`config.mk`:
```
export PLATFORM = sky130hd
export DESIGN_NAME = bsg_downstream_in_flat
export DESIGN_NICKNAME = d
export VERILOG_FILES = /design/src/rtl/bsg_link_pkg.sv /design/src/rtl/bsg_downstream_in_if.sv /design/src/rtl/bsg_link_rx_fifo.sv /design/src/rtl/bsg_downstream_in.sv /design/src/flat_wrapper.sv
export SDC_FILE = /design/constraint.sdc
export NUM_CORES = 2
export LEC_CHECK = 0
export ABC_CLOCK_PERIOD_IN_PS = 6100
export BUFFER_PORTS_ARGS = -buffer_cell sky130_fd_sc_hd__buf_2
export CAP_MARGIN = 15
export CORE_MARGIN = 4
export CORE_UTILIZATION = 60
export CTS_CLUSTER_DIAMETER = 120
export DETAILED_ROUTE_END_ITERATION = 8
export PLACE_DENSITY = 0.76
export SLEW_MARGIN = 30
export SYNTH_ARGS = -nofsm -noshare
export SYNTH_HDL_FRONTEND = slang
export SYNTH_SLANG_ARGS = --single-unit
```
`constraint.sdc`:
```
create_clock -name clk -period 6.1 [get_ports clk]
set_input_delay 1.22 -clock clk [delete_from_list [all_inputs] [get_ports clk]]
set_output_delay 1.22 -clock clk [all_outputs]
set_load 0.03 [all_outputs]
```
`src/rtl/bsg_link_pkg.sv`:
```
// Shared link constants: channel width, beats per word, credit limit and the beat-to-byte-lane map.
// Used by both ends of the byte-serial link so the lane ordering cannot drift apart.
package bsg_link_pkg;

  localparam int BSG_LINK_CH_WIDTH = 8;
  localparam int BSG_LINK_STEPS    = 4;
  localparam int BSG_LINK_CREDITS  = 64;

  typedef logic [1:0] bsg_link_step_t;

  localparam bsg_link_step_t BSG_LINK_LAST_STEP = 2'd3;

  // Byte lane of the 64-bit word carried by each channel, packed 3 bits per step (step 0 in the LSBs).
  localparam logic [11:0] BSG_LINK_CH0_LANES = {3'd5, 3'd4, 3'd1, 3'd0};
  localparam logic [11:0] BSG_LINK_CH1_LANES = {3'd7, 3'd6, 3'd3, 3'd2};

  function automatic logic [2:0] bsg_link_lane(input bsg_link_step_t step, input logic ch);
    return ch ? BSG_LINK_CH1_LANES[3*step +: 3] : BSG_LINK_CH0_LANES[3*step +: 3];
  endfunction

endpackage

```
`src/rtl/bsg_downstream_in_if.sv`:
```
// Link-side beat inputs, credit return and the core-side FWFT word port of the link receiver.
// master = transmitter/core environment, slave = receiver.
interface bsg_downstream_in_if
  import bsg_link_pkg::*;
#(
  parameter int CH_WIDTH = BSG_LINK_CH_WIDTH
);
  localparam int WORD_W = CH_WIDTH * BSG_LINK_STEPS * 2;

  logic                io_valid_in;
  logic [CH_WIDTH-1:0] io_data_in_ch0;
  logic [CH_WIDTH-1:0] io_data_in_ch1;
  logic                io_token_out;
  logic [WORD_W-1:0]   core_data_out;
  logic                core_valid_out;
  logic                core_yumi_in;

  modport master (
    output io_valid_in, io_data_in_ch0, io_data_in_ch1, core_yumi_in,
    input  io_token_out, core_data_out, core_valid_out
  );

  modport slave (
    input  io_valid_in, io_data_in_ch0, io_data_in_ch1, core_yumi_in,
    output io_token_out, core_data_out, core_valid_out
  );
endinterface

```
`src/rtl/bsg_link_rx_fifo.sv`:
```
// First-word fall-through FIFO with occupancy count; enqueue and dequeue may share a cycle, even when full.
// Latency: written word visible at the head one cycle later; writes while full without a dequeue are refused.
module bsg_link_rx_fifo #(
  parameter int WIDTH = 64,
  parameter int DEPTH = 64,
  parameter int AW    = $clog2(DEPTH),
  parameter int CW    = AW + 1
) (
  input  logic             clk,
  input  logic             rst,
  input  logic             enq_vld_i,
  input  logic [WIDTH-1:0] enq_dat_i,
  input  logic             deq_rdy_i,
  output logic [WIDTH-1:0] deq_dat_o,
  output logic             full_o,
  output logic             empty_o,
  output logic [CW-1:0]    count_o
);

  logic [WIDTH-1:0] mem [DEPTH];
  logic [AW-1:0]    wptr_q, wptr_d;
  logic [AW-1:0]    rptr_q, rptr_d;
  logic [CW-1:0]    count_q, count_d;
  logic             wr, rd;

  assign full_o  = (count_q == CW'(DEPTH));
  assign empty_o = (count_q == '0);
  assign count_o = count_q;

  assign rd = deq_rdy_i & ~empty_o;
  // A full FIFO still accepts a word when the head leaves in the same cycle.
  assign wr = enq_vld_i & (~full_o | rd);

  always_comb begin
    wptr_d  = wptr_q;
    rptr_d  = rptr_q;
    count_d = count_q + CW'(wr) - CW'(rd);
    if (wr) wptr_d = wptr_q + 1'b1;
    if (rd) rptr_d = rptr_q + 1'b1;
  end

  always_ff @(posedge clk or posedge rst) begin
    if (rst) begin
      wptr_q  <= '0;
      rptr_q  <= '0;
      count_q <= '0;
    end else begin
      wptr_q  <= wptr_d;
      rptr_q  <= rptr_d;
      count_q <= count_d;
    end
  end

  always_ff @(posedge clk) begin
    if (wr) mem[wptr_q] <= enq_dat_i;
  end

  assign deq_dat_o = empty_o ? '0 : mem[rptr_q];

endmodule

```
`src/rtl/bsg_downstream_in.sv`:
```
// Link receiver: reassembles 4 two-channel beats into a 64-bit word, buffers it in a credit-sized FWFT FIFO.
// Word visible one cycle after its last beat; one credit token the cycle after each pop; no beat backpressure.
module bsg_downstream_in
  import bsg_link_pkg::*;
#(
  parameter int CH_WIDTH   = BSG_LINK_CH_WIDTH,
  parameter int FIFO_DEPTH = BSG_LINK_CREDITS
) (
  input  logic                clk,
  input  logic                rst,
  bsg_downstream_in_if.slave  bus,
  output logic                overflow_err,
  output bsg_link_step_t      rx_step
);

  localparam int WORD_W = CH_WIDTH * BSG_LINK_STEPS * 2;
  localparam int CNT_W  = $clog2(FIFO_DEPTH) + 1;

  bsg_link_step_t    step_q, step_d;
  logic [WORD_W-1:0] asm_q, asm_d;
  logic [WORD_W-1:0] enq_word;
  logic              token_q;
  logic              ovf_q, ovf_d;
  logic              beat_last;
  logic              pop;
  logic              fifo_full, fifo_empty;
  logic [CNT_W-1:0]  fifo_count;

  assign beat_last = bus.io_valid_in & (step_q == BSG_LINK_LAST_STEP);
  assign pop       = bus.core_yumi_in & ~fifo_empty;

  always_comb begin
    step_d   = step_q;
    asm_d    = asm_q;
    enq_word = asm_q;
    // The last beat's bytes bypass the assembly register straight into the enqueued word.
    enq_word[int'(bsg_link_lane(BSG_LINK_LAST_STEP, 1'b0))*CH_WIDTH +: CH_WIDTH] = bus.io_data_in_ch0;
    enq_word[int'(bsg_link_lane(BSG_LINK_LAST_STEP, 1'b1))*CH_WIDTH +: CH_WIDTH] = bus.io_data_in_ch1;
    if (bus.io_valid_in) begin
      step_d = step_q + 1'b1;
      if (!beat_last) begin
        asm_d[int'(bsg_link_lane(step_q, 1'b0))*CH_WIDTH +: CH_WIDTH] = bus.io_data_in_ch0;
        asm_d[int'(bsg_link_lane(step_q, 1'b1))*CH_WIDTH +: CH_WIDTH] = bus.io_data_in_ch1;
      end
    end
    ovf_d = ovf_q | (beat_last & fifo_full & ~pop);
  end

  always_ff @(posedge clk or posedge rst) begin
    if (rst) begin
      step_q  <= '0;
      asm_q   <= '0;
      token_q <= 1'b0;
      ovf_q   <= 1'b0;
    end else begin
      step_q  <= step_d;
      asm_q   <= asm_d;
      token_q <= pop;
      ovf_q   <= ovf_d;
    end
  end

  bsg_link_rx_fifo #(
    .WIDTH (WORD_W),
    .DEPTH (FIFO_DEPTH)
  ) u_fifo (
    .clk       (clk),
    .rst       (rst),
    .enq_vld_i (beat_last),
    .enq_dat_i (enq_word),
    .deq_rdy_i (bus.core_yumi_in),
    .deq_dat_o (bus.core_data_out),
    .full_o    (fifo_full),
    .empty_o   (fifo_empty),
    .count_o   (fifo_count)
  );

  assign bus.core_valid_out = ~fifo_empty;
  assign bus.io_token_out   = token_q;
  assign overflow_err       = ovf_q;
  assign rx_step            = step_q;

  a_count_bound: assert property (@(posedge clk) disable iff (rst) fifo_count <= CNT_W'(FIFO_DEPTH));

endmodule

```
`src/flat_wrapper.sv`:
```
// flat-port wrapper written by rule: the top's interface ports become plain ports
module bsg_downstream_in_flat import bsg_link_pkg::*;
#(
  parameter int CH_WIDTH   = BSG_LINK_CH_WIDTH,
  parameter int FIFO_DEPTH = BSG_LINK_CREDITS
)
  (clk, rst, overflow_err, rx_step, bus_io_valid_in, bus_io_data_in_ch0, bus_io_data_in_ch1, bus_core_yumi_in, bus_io_token_out, bus_core_data_out, bus_core_valid_out);
  bsg_downstream_in_if #(.CH_WIDTH(CH_WIDTH)) bus_i ();
  input  logic clk;
  input  logic rst;
  output logic overflow_err;
  output bsg_link_step_t rx_step;
  input wire logic [$bits(bus_i.io_valid_in)-1:0] bus_io_valid_in;
  input wire logic [$bits(bus_i.io_data_in_ch0)-1:0] bus_io_data_in_ch0;
  input wire logic [$bits(bus_i.io_data_in_ch1)-1:0] bus_io_data_in_ch1;
  input wire logic [$bits(bus_i.core_yumi_in)-1:0] bus_core_yumi_in;
  output wire logic [$bits(bus_i.io_token_out)-1:0] bus_io_token_out;
  output wire logic [$bits(bus_i.core_data_out)-1:0] bus_core_data_out;
  output wire logic [$bits(bus_i.core_valid_out)-1:0] bus_core_valid_out;
  assign bus_i.io_valid_in = bus_io_valid_in;
  assign bus_i.io_data_in_ch0 = bus_io_data_in_ch0;
  assign bus_i.io_data_in_ch1 = bus_io_data_in_ch1;
  assign bus_i.core_yumi_in = bus_core_yumi_in;
  assign bus_io_token_out = bus_i.io_token_out;
  assign bus_core_data_out = bus_i.core_data_out;
  assign bus_core_valid_out = bus_i.core_valid_out;
  bsg_downstream_in #(.CH_WIDTH(CH_WIDTH), .FIFO_DEPTH(FIFO_DEPTH)) u_core (.clk(clk), .rst(rst), .bus(bus_i), .overflow_err(overflow_err), .rx_step(rx_step));
endmodule
```
## After elaboration in Yosys (flattened, before gate mapping)

Memories as Yosys holds them, arrays and structs flattened.
Cells that the tools add are included.

| storage, ports and cells | value |
|---|---|
| register bits after elaboration | 87 |
| latch bits | 0 |
| RAM bits | 4,096 |
| bits in read-only memories | 0 |
| input port bits | 20 |
| output and inout bits | 69 |
| memories kept | 1 |

Memories:

| memory | words | width | read ports | clocked after memory_dff | write ports | RTL line | RTL |
|---|---|---|---|---|---|---|---|
| u_core.u_fifo.mem | 64 | 64 | 1 | 0 | 1 | bsg_link_rx_fifo.sv:20 | `logic [WIDTH-1:0] mem [DEPTH];` |

| cells by class | value |
|---|---|
| add/sub/neg operators | 7 |
| multipliers | 1 |
| div/mod/pow operators | 0 |
| magnitude comparators | 0 |
| equal/unequal tests | 2 |
| shift operators | 6 |
| mux-type cells | 5 |
| bitwise logic cells | 11 |
| reductions and logical operators | 2 |

Operators with widths:

| cell | number |
|---|---|
| $bwmux 64 | 2 |
| $shift 8x33->64 const A | 2 |
| $shiftx 8x33->64 | 2 |
| $neg 6->33 | 2 |
| $mux 64 | 1 |
| $shiftx 12x5->3 const A | 2 |
| $add 6x1->6 const B | 2 |
| $add 7x1->7 | 1 |
| $eq 7x7->1 const B | 1 |
| $logic_not 7->1 | 1 |
| $sub 7x1->7 | 1 |
| $and 1x1->1 | 5 |
| $mul 2x2->4 const A | 1 |
| $not 1->1 | 4 |
| $add 2x1->2 const B | 1 |
| $eq 2x2->1 const B | 1 |
| $mux 1 | 2 |
| $or 1x1->1 | 2 |
| $reduce_and 2->1 | 1 |

## Logic depth before layout (Yosys ltp)

| logic depth | value |
|---|---|
| depth after elaboration | 7 |
| depth in mapped cells | 15 |
| depth with buffers taken out | 14 |

## Hierarchy

From an unflattened synthesis, not the netlist that was laid out.

| second synthesis, totals | value |
|---|---|
| cells, all modules | 7,091 |
| area, all modules | 159,400.4 µm² |

Modules (own cells, without submodules):

| module | instances | cells each | area an instance (µm²) |
|---|---|---|---|
| bsg_link_rx_fifo | 1 | 6,902 | 156,672.8 |
| bsg_downstream_in | 1 | 189 | 2,727.6 |

## Least setup slack after synthesis

OpenSTA, ideal clock, no wires.

| path | value |
|---|---|
| path kind | input port to flip-flop |
| start | input port bus_core_yumi_in |
| end | memory u_core.u_fifo.mem[59][0], enable pin |
| setup time | 487 ps |
| data arrival time | 4,900 ps |
| data required time | 5,613 ps |
| setup slack | 714 ps |
| stages on the path | 5 |
| buffers on the path | 0 |
| cell sequence | inv_1 a31oi_1 nor2b_1 nand3_1 nor2_1 |

| between the ends | value |
|---|---|
| longest elaborated chain between the ends | 5 |

Ends and longest elaborated chain:

| what | RTL line | RTL |
|---|---|---|
| start, declared | flat_wrapper.sv:16 | `input wire logic [$bits(bus_i.core_yumi_in)-1:0] bus_core_yumi_in;` |
| $and 1x1->1 | bsg_link_rx_fifo.sv:30 | `assign rd = deq_rdy_i & ~empty_o;` |
| $or 1x1->1 | bsg_link_rx_fifo.sv:32 | `assign wr = enq_vld_i & (~full_o \| rd);` |
| $and 1x1->1 | bsg_link_rx_fifo.sv:32 |  |
| $mux 1 | bsg_link_rx_fifo.sv:55 | `if (wr) mem[wptr_q] <= enq_dat_i;` |
| $mux 1 (implied by the code) | bsg_link_rx_fifo.sv:55 |  |
| end, declared | bsg_link_rx_fifo.sv:20 |  |

Every way passes these cells.

## Worst setup path in the final report

| path | value |
|---|---|
| start | register u_core.u_fifo.rptr_q[3] |
| end | output port bus_core_data_out[48] |

| between the ends | value |
|---|---|
| longest elaborated chain between the ends | 2 |

Ends and longest elaborated chain:

| what | RTL line | RTL |
|---|---|---|
| start, declared | bsg_link_rx_fifo.sv:22 | `logic [AW-1:0] rptr_q, rptr_d;` |
| start signal, assigned | bsg_link_rx_fifo.sv:49 | `rptr_q <= rptr_d;` |
| $mem_v2 64x64 | -- |  |
| $mux 64 | bsg_link_rx_fifo.sv:58 | `assign deq_dat_o = empty_o ? '0 : mem[rptr_q];` |
| end, declared | flat_wrapper.sv:18 | `output wire logic [$bits(bus_i.core_data_out)-1:0] bus_core_data_out;` |

Every way passes these cells.

==> flow_summary.yaml <==
synthesis:
  cell_area_synth_um2: 159000
  synth.top_cells.by_area: "edfxtp_1 77%, mux4_2 12%, mux2i_1 2.9%, dfrtp_1 1.1%, o22ai_1 0.64%"
  syn_nets: 7082
  synth_top_area_cell: "edfxtp_1"
  synth-edff-count: 4096
  post-synth-top-count-cell: "edfxtp_1"
  synth_async_sr_flop_share_pct: 1.70
  synthesis.instances: 7044
  most_common_library_cells_after_synthesis: "4096 x edfxtp_1, 878 x mux4_2, 456 x mux2i_1"
  yosys_register_bits: 4167
  post_synth_num_cell_types: 52
  yosys_warnings: 0
  synth.top_cell.area_share_pct: 77.5
  mean_cell_area_of_the_mapped_netlist_um2: 22.5
  synth.yosys.seq_area_share_pct: 78.6
  yosys_most_used_dff: "edfxtp_1"
clocking:
  cts_tree: "done"
  clock_tree.buffer_depth: 4
  cts_sinks: 4167
  clk_latency_ns: 0.95
  cts_max_level: 5
  cts_resized: 0
  cts_root_buffer: "clkbuf_16"
  postCtsSetupRepairBufs: 0
  clk_pin_slew_worst_paths_ns: 0.06
  cts-hold-fix-buffers: 0
  cts_inserted_buffers: 402
detailed_routing:
  route.met3.wl_um: 64100
  avgViaCountPerCell: 7.33
  drt-initial-drc-count: 15494
  dr_wl_met2_um: 211000
  route.detailed.wl_per_inst_um: 39.8
  final_antenna_net_count: 0
  drt_drc_violations_left: 0
  drt_first_pass_iters: 9
  totalWireLength_um: 451000
  top_signal_layer_used: "met5"
  routedLengthMet1_um: 150000
  routed-via-count: 83037
worst_setup_path:
  cp_cell_sequence: "nor2b_4 -> buf_4 -> a2111oi_0 -> a21oi_1 -> a22o_1 -> buf_2"
  timing_worst_setup_path_type: "reg -> out"
  crit_family: "buffers and inverters"
  timing.critical_path.fanout_max: 45
  type_of_element_capturing_the_critical_path: "output pin"
  worst-endpoint-required_ns: 4.88
  critical_path.startpoint_type: "flop"
  cp.arrival_ns: 4.76
  critical-path-max-stage-delay_ns: 0.95
  cp.buffers_inverters: 2
  critical_path.slowest_cell: "dfrtp_4"
global_route:
  wire_length_of_the_first_global_routing_pass_um: 631000
  initial_antenna_violation_count: 18
  grt_max_degree: 146
  grt_remaining_overflow: 0
  number_of_global_route_vias_before_repair: 82628
  global_route.usage.total_pct: 33.1
sta:
  final_hold_viol_count: 0
  fin_setup_tns_ns: 0
  worst_clock_skew_ns: 0.0482
  max_freq_mhz: 167
  final_min_period_over_clock_period_pct: 98.1
  finalSetupViolCount: 0
  grt_setup_unrepaired: "no"
  final.min_clock_period_ns: 5.98
  worst_slew_margin_rel_pct: 24.3
  final_max_slew_viol_count: 0
  tightestPinTransition_ns: 1.13
cells_and_area:
  share_of_layout_cells_above_drive_strength_1_pct: 25.7
  area_delta_synth_final_pct: 12.6
  num-nets-final: 7508
  fill_cells: 15177
floorplan:
  pin_count: 89
  floorplan.rows: 188
  floorplan.die.height_um: 522
  initial_standard_cell_utilization_of_the_core_pct: 60.4
  die_area_um2: 273000
  floorplan.die.width_um: 522
  core_area_um2: 263000
min_path:
  worstHoldPathType: "in -> async"
place:
  hpwl_um: 229000
  port-buffer-count: 88
  gp_routability_congestion: 0.829
power_and_ir_drop:
  totalPowerFinal_w: 0.0834
  power_per_cell_area_nw_per_um2: 467
  power_leakage_nw: 57.7
  peakVddDrop_mv: 0.399
outcome:
  outcome: "finished, final reports clean"
job:
  maxCapViolCount: 0
-- worst register-to-register path, stage by stage, from the launching register on --
cell and delay [ns]:
dfrtp_1 0.53, ha_1 0.23, nand2_1 0.10, a31oi_1 0.53
nor2b_1 0.33, nand2_1 0.51, nor2_4 0.85, buf_12 0.49
-- through the flow --
step | util, % | worst slack, ns | hold slack [ns] | std cells | instance area [um^2]
after floorplan | - | 0.714 | 0.479 | 7044 | 159000
after detailed placement | 62.9 | 1.04 | 0.482 | 10578 | 165000
after global placement | 62.9 | 1.07 | 0.466 | 10572 | 165000
after global routing | 68.0 | 0.0852 | 0.520 | 11317 | 179000
after CTS | 68.0 | 0.0266 | 0.481 | 11312 | 179000
final | 68.0 | 0.117 | 0.502 | 11329 | 179000
-- per-layer routing --
layer  track usage (%)  up-vias
met5                 0        -
met2              50.5     7597
met4              16.1       12
li1                  -    30921
met1              44.7    43037
met3              9.56     1470
-- logic make-up after synthesis --
group / Yosys count / share of synthesized area, %
DFF: 4167 / 78.6
muxes: 1355 / 15.5
AOI/OAI and AO/OA: 783 / 3.45
buffers and inverters: 410 / 1.39
and+or+nand+nor: 294 / 0.822
adders and majority gates: 18 / 0.147
xor gates and xnor gates: 17 / 0.0938
-- final timing paths --
path	from	to	slack (ns)	depth (start not counted)
min in group clk	u_core.asm_q[28]	u_core.asm_q[28]	0.51	2
max reg2reg	u_core.rx_step[0]	u_core.u_fifo.mem[33][21]	2.09	7
max in group asynchronous	rst	u_core.u_fifo.rptr_q[2]	4.86	2
max	u_core.u_fifo.rptr_q[3]	bus_core_data_out[48]	0.12	6
min reg2reg	u_core.asm_q[28]	u_core.asm_q[28]	0.51	2
min	rst	u_core.bus.io_token_out	0.50	2
-- cells in the final DEF (no fill, tap or decap), types with 98 or more instances in the layout --
master     instances
a211oi_1         121
a21oi_1          110
buf_4            260
clkbuf_16        408
edfxtp_1        4096
mux2i_1          456
mux4_2           878
nand2_1           98
o22ai_1          163
-- registers in the layout, summed over array words and instances (netlist names) --
name,count
u_core.bus.io_token_out,1
u_core.asm_q,48
u_core.u_fifo.count_o,7
u_core.rx_step,2
u_core.u_fifo.wptr_q,6
u_core.u_fifo.rptr_q,6
u_core.u_fifo.mem,4096
u_core.overflow_err,1
-- report_power, final --
group / internal, W / switching [W] / total (W)
Sequential: 0.0336 / 0.000511 / 0.0341
Clock: 0.0143 / 0.0107 / 0.0250
Combinational: 0.00914 / 0.0151 / 0.0243
Total: 0.0571 / 0.0263 / 0.0834
-- layout make-up --
class | count | area [um^2] | area share, %
flip-flops and latches | 4167 | 125000 | 69.8
repair buffers | 421 | 3930 | 2.20
clock buffers | 473 | 10500 | 5.88
inverters | 11 | 51.3 | 0.0287
clock inverters | 261 | 2680 | 1.50
well taps | 3515 | 4400 | 2.46
multi-input cells | 2467 | 32300 | 18.1
diodes | 14 | 35.0 | 0.0196
No activity file was read; power rests on OpenSTA's default activity.
